## src/rtl/ifetch_unit_if.sv

```systemverilog
// ----------------------------------------------------------------------------
// ifetch_unit_if
//   Bundles the two handshakes owned by the fetch unit:
//     - instruction-memory read port (level request, one-cycle rvalid pulse)
//     - decode port (inst_valid / inst_ready)
//   master : the fetch unit (drives imem request and decoded-instruction side)
//   slave  : the environment (instruction memory + decode stage)
// Signals
//   imem_req    fetch -> mem   request outstanding (level)
//   imem_addr   fetch -> mem   request address, stable while imem_req=1
//   imem_rvalid mem -> fetch   one-cycle pulse, imem_rdata valid
//   imem_rdata  mem -> fetch   fetched instruction word
//   inst_valid  fetch -> dec   inst/inst_pc hold a fetched instruction
//   inst_ready  dec -> fetch   decode accepts inst this cycle
//   inst        fetch -> dec   instruction word (NOP when not valid)
//   inst_pc     fetch -> dec   address of inst
// ----------------------------------------------------------------------------
interface ifetch_unit_if;
    logic        imem_req;
    logic [31:0] imem_addr;
    logic        imem_rvalid;
    logic [31:0] imem_rdata;
    logic        inst_valid;
    logic        inst_ready;
    logic [31:0] inst;
    logic [31:0] inst_pc;

    modport master (
        output imem_req, imem_addr, inst_valid, inst, inst_pc,
        input  imem_rvalid, imem_rdata, inst_ready
    );

    modport slave (
        input  imem_req, imem_addr, inst_valid, inst, inst_pc,
        output imem_rvalid, imem_rdata, inst_ready
    );
endinterface

```

## src/rtl/ifetch_unit.sv

```systemverilog
// ----------------------------------------------------------------------------
// ifetch_unit
//   Instruction-fetch / next-PC unit. Holds the PC, keeps exactly one read
//   outstanding to instruction memory, hands fetched words to decode with a
//   valid/ready handshake and squashes wrong-path fetches when execute
//   resolves a taken branch or jump.
// Ports
//   clk, rst_n        clock, asynchronous active-low reset
//   bus (master)      imem read port + decode handshake (see ifetch_unit_if)
//   resolve_valid     execute-stage control-flow fields valid this cycle
//   Branch, Jump      conditional branch / jal-jalr being resolved
//   jalr              with Jump: target comes from ALUResult
//   zero, less        ALU branch-condition flags
//   ALUResult         jalr target
//   imm32, ex_pc      branch/jal offset and PC of the resolving instruction
//   pc                current fetch PC
//   redirect          one-cycle pulse after a taken resolve was sampled
//   misalign          pulses with redirect when the raw target is not word aligned
// ----------------------------------------------------------------------------
module ifetch_unit #(
    parameter logic [31:0] RESET_PC = 32'h0000_0000,
    parameter logic [31:0] NOP_INST = 32'h0000_0013
) (
    input  logic         clk,
    input  logic         rst_n,
    ifetch_unit_if.master bus,
    input  logic         resolve_valid,
    input  logic         Branch,
    input  logic         Jump,
    input  logic         jalr,
    input  logic         zero,
    input  logic         less,
    input  logic [31:0]  ALUResult,
    input  logic [31:0]  imm32,
    input  logic [31:0]  ex_pc,
    output logic [31:0]  pc,
    output logic         redirect,
    output logic         misalign
);

    typedef enum logic [1:0] {
        S_FETCH, // idle: issue next request unless redirected
        S_WAIT,  // request outstanding, response wanted
        S_HOLD,  // instruction presented to decode
        S_DRAIN  // request outstanding, response will be discarded
    } state_e;

    state_e      state_q;
    logic [31:0] pc_q;
    logic        imem_req_q;
    logic [31:0] imem_addr_q;
    logic        inst_valid_q;
    logic [31:0] inst_q;
    logic [31:0] inst_pc_q;
    logic        redirect_q;
    logic        misalign_q;

    logic        taken;
    logic [31:0] target;
    logic [31:0] target_aligned;

    // Jump wins over Branch simply because it alone makes the resolve taken.
    assign taken          = resolve_valid & (Jump | (Branch & (zero | less)));
    assign target         = (Jump & jalr) ? ALUResult : ex_pc + imm32;
    assign target_aligned = {target[31:2], 2'b00};

    // NOTE: all state lives in this one clocked block and is updated with
    // non-blocking assignments, so every branch reads pre-edge values.
    always_ff @(posedge clk or negedge rst_n) begin
        if (!rst_n) begin
            state_q      <= S_FETCH;
            pc_q         <= RESET_PC;
            imem_req_q   <= 1'b0;
            imem_addr_q  <= RESET_PC;
            inst_valid_q <= 1'b0;
            inst_q       <= NOP_INST;
            inst_pc_q    <= 32'h0;
            redirect_q   <= 1'b0;
            misalign_q   <= 1'b0;
        end else begin
            redirect_q <= taken;
            misalign_q <= taken & (|target[1:0]);

            unique case (state_q)
                S_FETCH: begin
                    if (taken) begin
                        pc_q <= target_aligned;
                    end else begin
                        state_q     <= S_WAIT;
                        imem_addr_q <= pc_q;
                        imem_req_q  <= 1'b1;
                    end
                end

                S_WAIT: begin
                    if (taken) begin
                        pc_q <= target_aligned;
                        if (bus.imem_rvalid) begin
                            // Response arrived with the redirect: drop it.
                            state_q    <= S_FETCH;
                            imem_req_q <= 1'b0;
                        end else begin
                            // Still owe the memory a response; swallow it later.
                            state_q <= S_DRAIN;
                        end
                    end else if (bus.imem_rvalid) begin
                        state_q      <= S_HOLD;
                        imem_req_q   <= 1'b0;
                        inst_q       <= bus.imem_rdata;
                        inst_pc_q    <= imem_addr_q;
                        inst_valid_q <= 1'b1;
                        pc_q         <= pc_q + 32'd4;
                    end
                end

                S_HOLD: begin
                    // A redirect squashes the held word even if decode is ready.
                    if (taken) begin
                        state_q      <= S_FETCH;
                        inst_valid_q <= 1'b0;
                        inst_q       <= NOP_INST;
                        pc_q         <= target_aligned;
                    end else if (bus.inst_ready) begin
                        state_q      <= S_WAIT;
                        inst_valid_q <= 1'b0;
                        inst_q       <= NOP_INST;
                        imem_addr_q  <= pc_q;
                        imem_req_q   <= 1'b1;
                    end
                end

                S_DRAIN: begin
                    if (taken) begin
                        pc_q <= target_aligned;
                    end
                    if (bus.imem_rvalid) begin
                        state_q    <= S_FETCH;
                        imem_req_q <= 1'b0;
                    end
                end

                default: state_q <= S_FETCH;
            endcase
        end
    end

    assign bus.imem_req   = imem_req_q;
    assign bus.imem_addr  = imem_addr_q;
    assign bus.inst_valid = inst_valid_q;
    assign bus.inst       = inst_q;
    assign bus.inst_pc    = inst_pc_q;
    assign pc             = pc_q;
    assign redirect       = redirect_q;
    assign misalign       = misalign_q;

endmodule

```

## src/flat_wrapper.sv

```systemverilog
// flat-port wrapper written by rule: the top's interface ports become plain ports
module ifetch_unit_flat 
#(
    parameter logic [31:0] RESET_PC = 32'h0000_0000,
    parameter logic [31:0] NOP_INST = 32'h0000_0013
)
  (clk, rst_n, resolve_valid, Branch, Jump, jalr, zero, less, ALUResult, imm32, ex_pc, pc, redirect, misalign, bus_imem_req, bus_imem_addr, bus_inst_valid, bus_inst, bus_inst_pc, bus_imem_rvalid, bus_imem_rdata, bus_inst_ready);
  ifetch_unit_if bus_i ();
  input  logic clk;
  input  logic rst_n;
  input  logic resolve_valid;
  input  logic Branch;
  input  logic Jump;
  input  logic jalr;
  input  logic zero;
  input  logic less;
  input  logic [31:0] ALUResult;
  input  logic [31:0] imm32;
  input  logic [31:0] ex_pc;
  output logic [31:0] pc;
  output logic redirect;
  output logic misalign;
  output wire logic [$bits(bus_i.imem_req)-1:0] bus_imem_req;
  output wire logic [$bits(bus_i.imem_addr)-1:0] bus_imem_addr;
  output wire logic [$bits(bus_i.inst_valid)-1:0] bus_inst_valid;
  output wire logic [$bits(bus_i.inst)-1:0] bus_inst;
  output wire logic [$bits(bus_i.inst_pc)-1:0] bus_inst_pc;
  input wire logic [$bits(bus_i.imem_rvalid)-1:0] bus_imem_rvalid;
  input wire logic [$bits(bus_i.imem_rdata)-1:0] bus_imem_rdata;
  input wire logic [$bits(bus_i.inst_ready)-1:0] bus_inst_ready;
  assign bus_imem_req = bus_i.imem_req;
  assign bus_imem_addr = bus_i.imem_addr;
  assign bus_inst_valid = bus_i.inst_valid;
  assign bus_inst = bus_i.inst;
  assign bus_inst_pc = bus_i.inst_pc;
  assign bus_i.imem_rvalid = bus_imem_rvalid;
  assign bus_i.imem_rdata = bus_imem_rdata;
  assign bus_i.inst_ready = bus_inst_ready;
  ifetch_unit #(.RESET_PC(RESET_PC), .NOP_INST(NOP_INST)) u_core (.clk(clk), .rst_n(rst_n), .bus(bus_i), .resolve_valid(resolve_valid), .Branch(Branch), .Jump(Jump), .jalr(jalr), .zero(zero), .less(less), .ALUResult(ALUResult), .imm32(imm32), .ex_pc(ex_pc), .pc(pc), .redirect(redirect), .misalign(misalign));
endmodule
```

## config.mk

```make
export PLATFORM = sky130hd
export DESIGN_NAME = ifetch_unit_flat
export DESIGN_NICKNAME = d
export VERILOG_FILES = /design/src/rtl/ifetch_unit_if.sv /design/src/rtl/ifetch_unit.sv /design/src/flat_wrapper.sv
export SDC_FILE = /design/constraint.sdc
export NUM_CORES = 1
export LEC_CHECK = 0
export ABC_AREA = 1
export CAP_MARGIN = 5
export CELL_PAD_IN_SITES_DETAIL_PLACEMENT = 1
export CELL_PAD_IN_SITES_GLOBAL_PLACEMENT = 1
export CORE_MARGIN = 2
export CORE_UTILIZATION = 30
export DETAILED_ROUTE_END_ITERATION = 10
export PLACE_DENSITY = 0.75
export SETUP_SLACK_MARGIN = 0.02
export SLEW_MARGIN = 40
export SYNTH_ARGS = -nofsm -noshare
export SYNTH_HDL_FRONTEND = slang
export SYNTH_SLANG_ARGS = --single-unit
```

## constraint.sdc

```tcl
create_clock -name clk -period 1.6 [get_ports clk]
set_clock_uncertainty 0.05 [all_clocks]
set_input_delay 0.32 -clock clk [delete_from_list [all_inputs] [get_ports clk]]
set_output_delay 0.32 -clock clk [all_outputs]
set_load 0.05 [all_outputs]
```

==> impl_table.tex <==
\begin{tabular}{lr}
\hline
Metric & Value \\
\hline
\multicolumn{2}{l}{\textbf{Clock tree}} \\
\quad Clock latency reported for the late side of the worst-skew pair & 0.44 ns \\
\quad Clock buffers created by TritonCTS & 17 \\
\quad Maximum root-to-sink buffer count & 2 \\
\quad Clock transition at the registers of the reported paths & 0.07 ns \\
\quad Clk root buf & sky130\_fd\_sc\_hd\_\_clkbuf\_16 \\
\quad TritonCTS Sinks & 128 \\
\quad Clock tree from TritonCTS & yes \\
\quad Htree depth & 4 \\
\multicolumn{2}{l}{\textbf{Pwr}} \\
\quad Combinational share of power & 0.677 \\
\quad Net switching power of the design & 16200 uW \\
\quad Leakage & 0.00860 uW \\
\quad Seq pwr share & 0.203 \\
\quad Power density over the cells & 1910 nW/um\^{}2 \\
\quad Internal Pwr Total & 17600 uW \\
\quad Clock network power share & 0.120 \\
\quad Max VDD drop & about 1100 uV \\
\quad Switching power share of the total & 0.480 \\
\multicolumn{2}{l}{\textbf{Setup path}} \\
\quad Cell breakdown of the critical path & ha\_4 -> nand3\_4 -> nor2\_4 -> nand3\_1 -> inv\_2 -> nand2\_1 -> nand2\_1 -> nand3\_1 -> nand2\_1 -> inv\_1 -> nand2\_1 -> nand2\_1 \\
\quad CP max stage delay & 0.41 ns \\
\quad CP Buf/Inv Count & 2 \\
\quad Family with the most delay on the worst path & simple AND/OR/NAND/NOR gates \\
\quad Beginning of the worst register-to-register path & u\_core.pc[3] \\
\quad Critical-path maximum fanout & 4 \\
\quad Crit path launch type & register \\
\quad CP Data Required Time & roughly 1.9 ns \\
\quad Worst endpoint data arrival time & between 2 and 2.5 ns \\
\quad Cell type with the highest occurrence count on the critical path & sky130\_fd\_sc\_hd\_\_nand2\_1 \\
\quad CP endpoint kind & register \\
\quad Worst reg2reg setup slack & -0.29 ns \\
\quad Worst Reg2Reg Path Length in Cells & 12 \\
\quad Logic depth of the worst setup path including buffers & 12 \\
\quad Slowest stage cell, crit path & sky130\_fd\_sc\_hd\_\_dfrtp\_2 \\
\quad Setup Crit Path Kind & reg -> reg \\
\quad Critical path origin & u\_core.pc[3] \\
\quad Worst reg2reg path endpoint & u\_core.pc[26] \\
\multicolumn{2}{l}{\textbf{Logic synthesis}} \\
\quad Number of unique standard cell types used by synthesis & between 40 and 50 \\
\quad Number of warnings reported in the yosys synthesis log & 0 \\
\quad Number of enable-type register cells in the synthesized netlist & 0 \\
\quad Synthesized cell area & approximately 8700 um\^{}2 \\
\quad Cell count after synthesis & 1270 \\
\quad Post-synth ARST share & 1.00 \\
\quad Share of synthesized area occupied by flip-flops and latches & 0.370 \\
\quad Commonest register cell after synthesis & sky130\_fd\_sc\_hd\_\_dfrtp\_1 \\
\quad Per-instance average area after synthesis & 6.82 um\^{}2 \\
\quad Post-synthesis sequential element count & 128 \\
\multicolumn{2}{l}{\textbf{Detailed routing}} \\
\quad Met3 routed WL & between 2 and 2.5 mm \\
\quad Count of antenna-violating nets left after detailed routing & 0 \\
\quad Post-DR wirelength/cell & approximately 23 um \\
\quad Highest routed metal layer & met4 \\
\quad Final wirelength & 48.9 mm \\
\quad Amount of wire on met2 after detailed routing & 26.4 mm \\
\quad DRC violation total after the first TritonRoute iteration & 652 \\
\quad Vias per std cell & 5.15 \\
\quad DRT Pass-1 Iters & 5 \\
\quad DRT met1 WL & 18.0 mm \\
\quad Residual DRC count & 0 \\
\quad Via total after detailed routing & 11100 \\
\multicolumn{2}{l}{\textbf{Global routing}} \\
\quad Largest net degree at the start of global routing & 62 \\
\quad Leftover overflow at the end of global routing & 0 \\
\quad Initial antenna violation count & 0 \\
\quad Via count of the first global-routing pass & between 10000 and 15000 \\
\quad GRT Util Overall & 0.273 \\
\quad Wire length of the first global-routing pass & 64.3 mm \\
\multicolumn{2}{l}{\textbf{Cells and area}} \\
\quad Final Core Density & 0.619 \\
\quad Net count of the finished layout & 1923 \\
\quad Total inserted antenna cells & 0 \\
\quad Share of layout cells above drive strength 1 & 0.450 \\
\quad Final design area excluding fillers & 17700 um\^{}2 \\
\quad Area growth, synth to finish & 104\% \\
\quad Leading cell types in the layout, fill and taps excluded & 355 x sky130\_fd\_sc\_hd\_\_nand2\_1, 170 x sky130\_fd\_sc\_hd\_\_buf\_4, 148 x sky130\_fd\_sc\_hd\_\_inv\_1, 148 x sky130\_fd\_sc\_hd\_\_buf\_12, 102 x sky130\_fd\_sc\_hd\_\_nand2\_2 \\
\quad Most common cell after layout, fill and taps aside & sky130\_fd\_sc\_hd\_\_nand2\_1 \\
\quad Non-Filler Instances & 2149 \\
\quad Layout filler cell count & 3231 \\
\multicolumn{2}{l}{\textbf{Placed design}} \\
\quad IO Port Bufs & around 260 \\
\quad Post-DP HPWL & 30.0 mm \\
\quad Worst slack at placement & -0.904 ns \\
\quad GPL Wtd Cong & 0.906 \\
\quad Cell count after placement & 2043 \\
\quad DP Area & 14600 um\^{}2 \\
\multicolumn{2}{l}{\textbf{Timing}} \\
\quad Highest achievable clock rate & $\sim$0.53 GHz \\
\quad Period utilisation layout & 1.18 \\
\quad Final Hold Violating Endpoints & 0 \\
\quad Final setup fails & 58 \\
\quad Time the worst path needs with I/O delays and setup & $\sim$1.9 ns \\
\quad Summed negative setup slack over all endpoints & -5.37 ns \\
\quad Final worst setup slack & -0.288 ns \\
\quad RSZ-0062 raised after global routing & true \\
\quad Max-slew violation total from the final report & 0 \\
\multicolumn{2}{l}{\textbf{Floorplan}} \\
\quad Overall die area & 30200 um\^{}2 \\
\quad Horizontal die dimension & around 170 um \\
\quad Vert. Die Dim & about 170 um \\
\quad Initial cell density of the core & 0.303 \\
\quad Count of boundary I/O pins & 270 \\
\quad Row count & a little over 60 \\
\quad Core Footprint & 28500 um\^{}2 \\
\multicolumn{2}{l}{\textbf{Run}} \\
\quad Max-cap check violation count & 0 \\
\multicolumn{2}{l}{\textbf{Status}} \\
\quad Status & finished, violations left \\
\quad Violated checks & negative setup slack \\
\multicolumn{2}{l}{\textbf{Min path}} \\
\quad Path type of the worst min-delay path & in -> async \\
\hline
\end{tabular}
synth_stat cells (12+ instances only):
master / number / area [um^2]
sky130_fd_sc_hd__nand2_1: 499 / 1870
sky130_fd_sc_hd__inv_1: 169 / 634
sky130_fd_sc_hd__dfrtp_1: 125 / 3130
sky130_fd_sc_hd__nand3_1: 83 / 415
sky130_fd_sc_hd__a21oi_1: 61 / 305
sky130_fd_sc_hd__o21ai_0: 61 / 305
sky130_fd_sc_hd__nor2_1: 59 / 221
sky130_fd_sc_hd__ha_1: 32 / 400
sky130_fd_sc_hd__a22o_1: 29 / 254
sky130_fd_sc_hd__buf_4: 14 / 105
sky130_fd_sc_hd__clkbuf_1: 13 / 48.8
sky130_fd_sc_hd__buf_2: 12 / 60.1
state kept, by name (all words and copies together) (netlist names):
| signal | cells |
|---|---|
| u_core.bus.imem_addr | 30 |
| u_core.redirect | 1 |
| u_core.state_q | 2 |
| u_core.misalign | 1 |
| u_core.bus.imem_req | 1 |
| u_core.bus.inst | 32 |
| u_core.bus.inst_pc | 30 |
| u_core.bus.inst_valid | 1 |
| u_core.pc | 30 |
power by group through the flow:
stage | combinational [uW] | clock [uW] | sequential, uW
floorplan | 4170 | 0 | 10600
global placement | 18500 | 0 | 6460
detailed placement | 18900 | 0 | 6580
CTS | 20300 | 4010 | 6570
global route | 23700 | 4230 | 7000
finish | 22900 | 4060 | 6880
routing by layer:
layer / global-route usage / vias up
met4: 0.0952 / 0
met5: 0 / -
met1: 0.299 / 5509
met3: 0.0564 / 137
li1: - / 4995
met2: 0.517 / 432
stage by stage:
| step | hold slack, ns | power, uW |
|---|---|---|
| 2_1_floorplan | -0.0256 | 14800 |
| 3_3_place_gp | 0.147 | 25000 |
| 3_5_place_dp | 0.150 | 25500 |
| 4_1_cts | 0.249 | 30900 |
| 5_1_grt | 0.287 | 35000 |
| 6_report | 0.257 | 33800 |
how the worst max path moves through the flow:
stage	end	slack, ns
2_1_floorplan	u_core.pc[24]	-0.19
3_3_place_gp	u_core.pc[23]	-0.88
3_5_place_dp	u_core.pc[23]	-0.90
4_1_cts	u_core.pc[25]	-0.13
5_1_grt	u_core.pc[26]	-0.39
6_report	u_core.pc[26]	-0.29
repair_timing:
| action | in CTS | in global routing |
|---|---|---|
| pin swaps | 76 | 95 |
| endpoints found under the setup margin | 94 | 100 |
| setup buffers | 33 | 35 |
| gates resized for setup | 277 | 270 |
| endpoints found under the hold margin | 76 | 0 |
| hold buffers | 1 | 0 |
| cloned | 5 | 7 |
worst register-to-register path: stages, from the launching register on:
cell and delay [ns]:
sky130_fd_sc_hd__dfrtp_2 0.41, sky130_fd_sc_hd__ha_4 0.17, sky130_fd_sc_hd__nand3_4 0.09, sky130_fd_sc_hd__nor2_4 0.18
sky130_fd_sc_hd__nand3_1 0.18, sky130_fd_sc_hd__inv_2 0.15, sky130_fd_sc_hd__nand2_1 0.07, sky130_fd_sc_hd__nand2_1 0.09
sky130_fd_sc_hd__nand3_1 0.12, sky130_fd_sc_hd__nand2_1 0.09, sky130_fd_sc_hd__inv_1 0.05, sky130_fd_sc_hd__nand2_1 0.07
sky130_fd_sc_hd__nand2_1 0.06
cells by family (layout without fill, tap and decap cells):
family | count (synthesis) | in the layout | share of synthesized area
AO/OA/AOI/OAI | 182 | 182 | 0.125
XOR/XNOR | 14 | 14 | 0.0142
adder cells (fa/ha/maj) | 33 | 33 | 0.0485
buffers and inverters | 217 | 707 | 0.103
flip-flops | 128 | 128 | 0.370
other | 1 | 6 | 0.000433
AND/OR/NAND/NOR | 695 | 695 | 0.339
final cells by class:
type                       instances  area [um^2]  area share
multi-input combinational        930         6410       0.363
timing repair buffer             499         6240       0.353
sequential                       128         3240       0.183
inverter                         176          706      0.0399
tap                              384          480      0.0272
clock buffer                      18          439      0.0248
clock inverter                    14          156     0.00885
(Power assumes the default switching activity.)
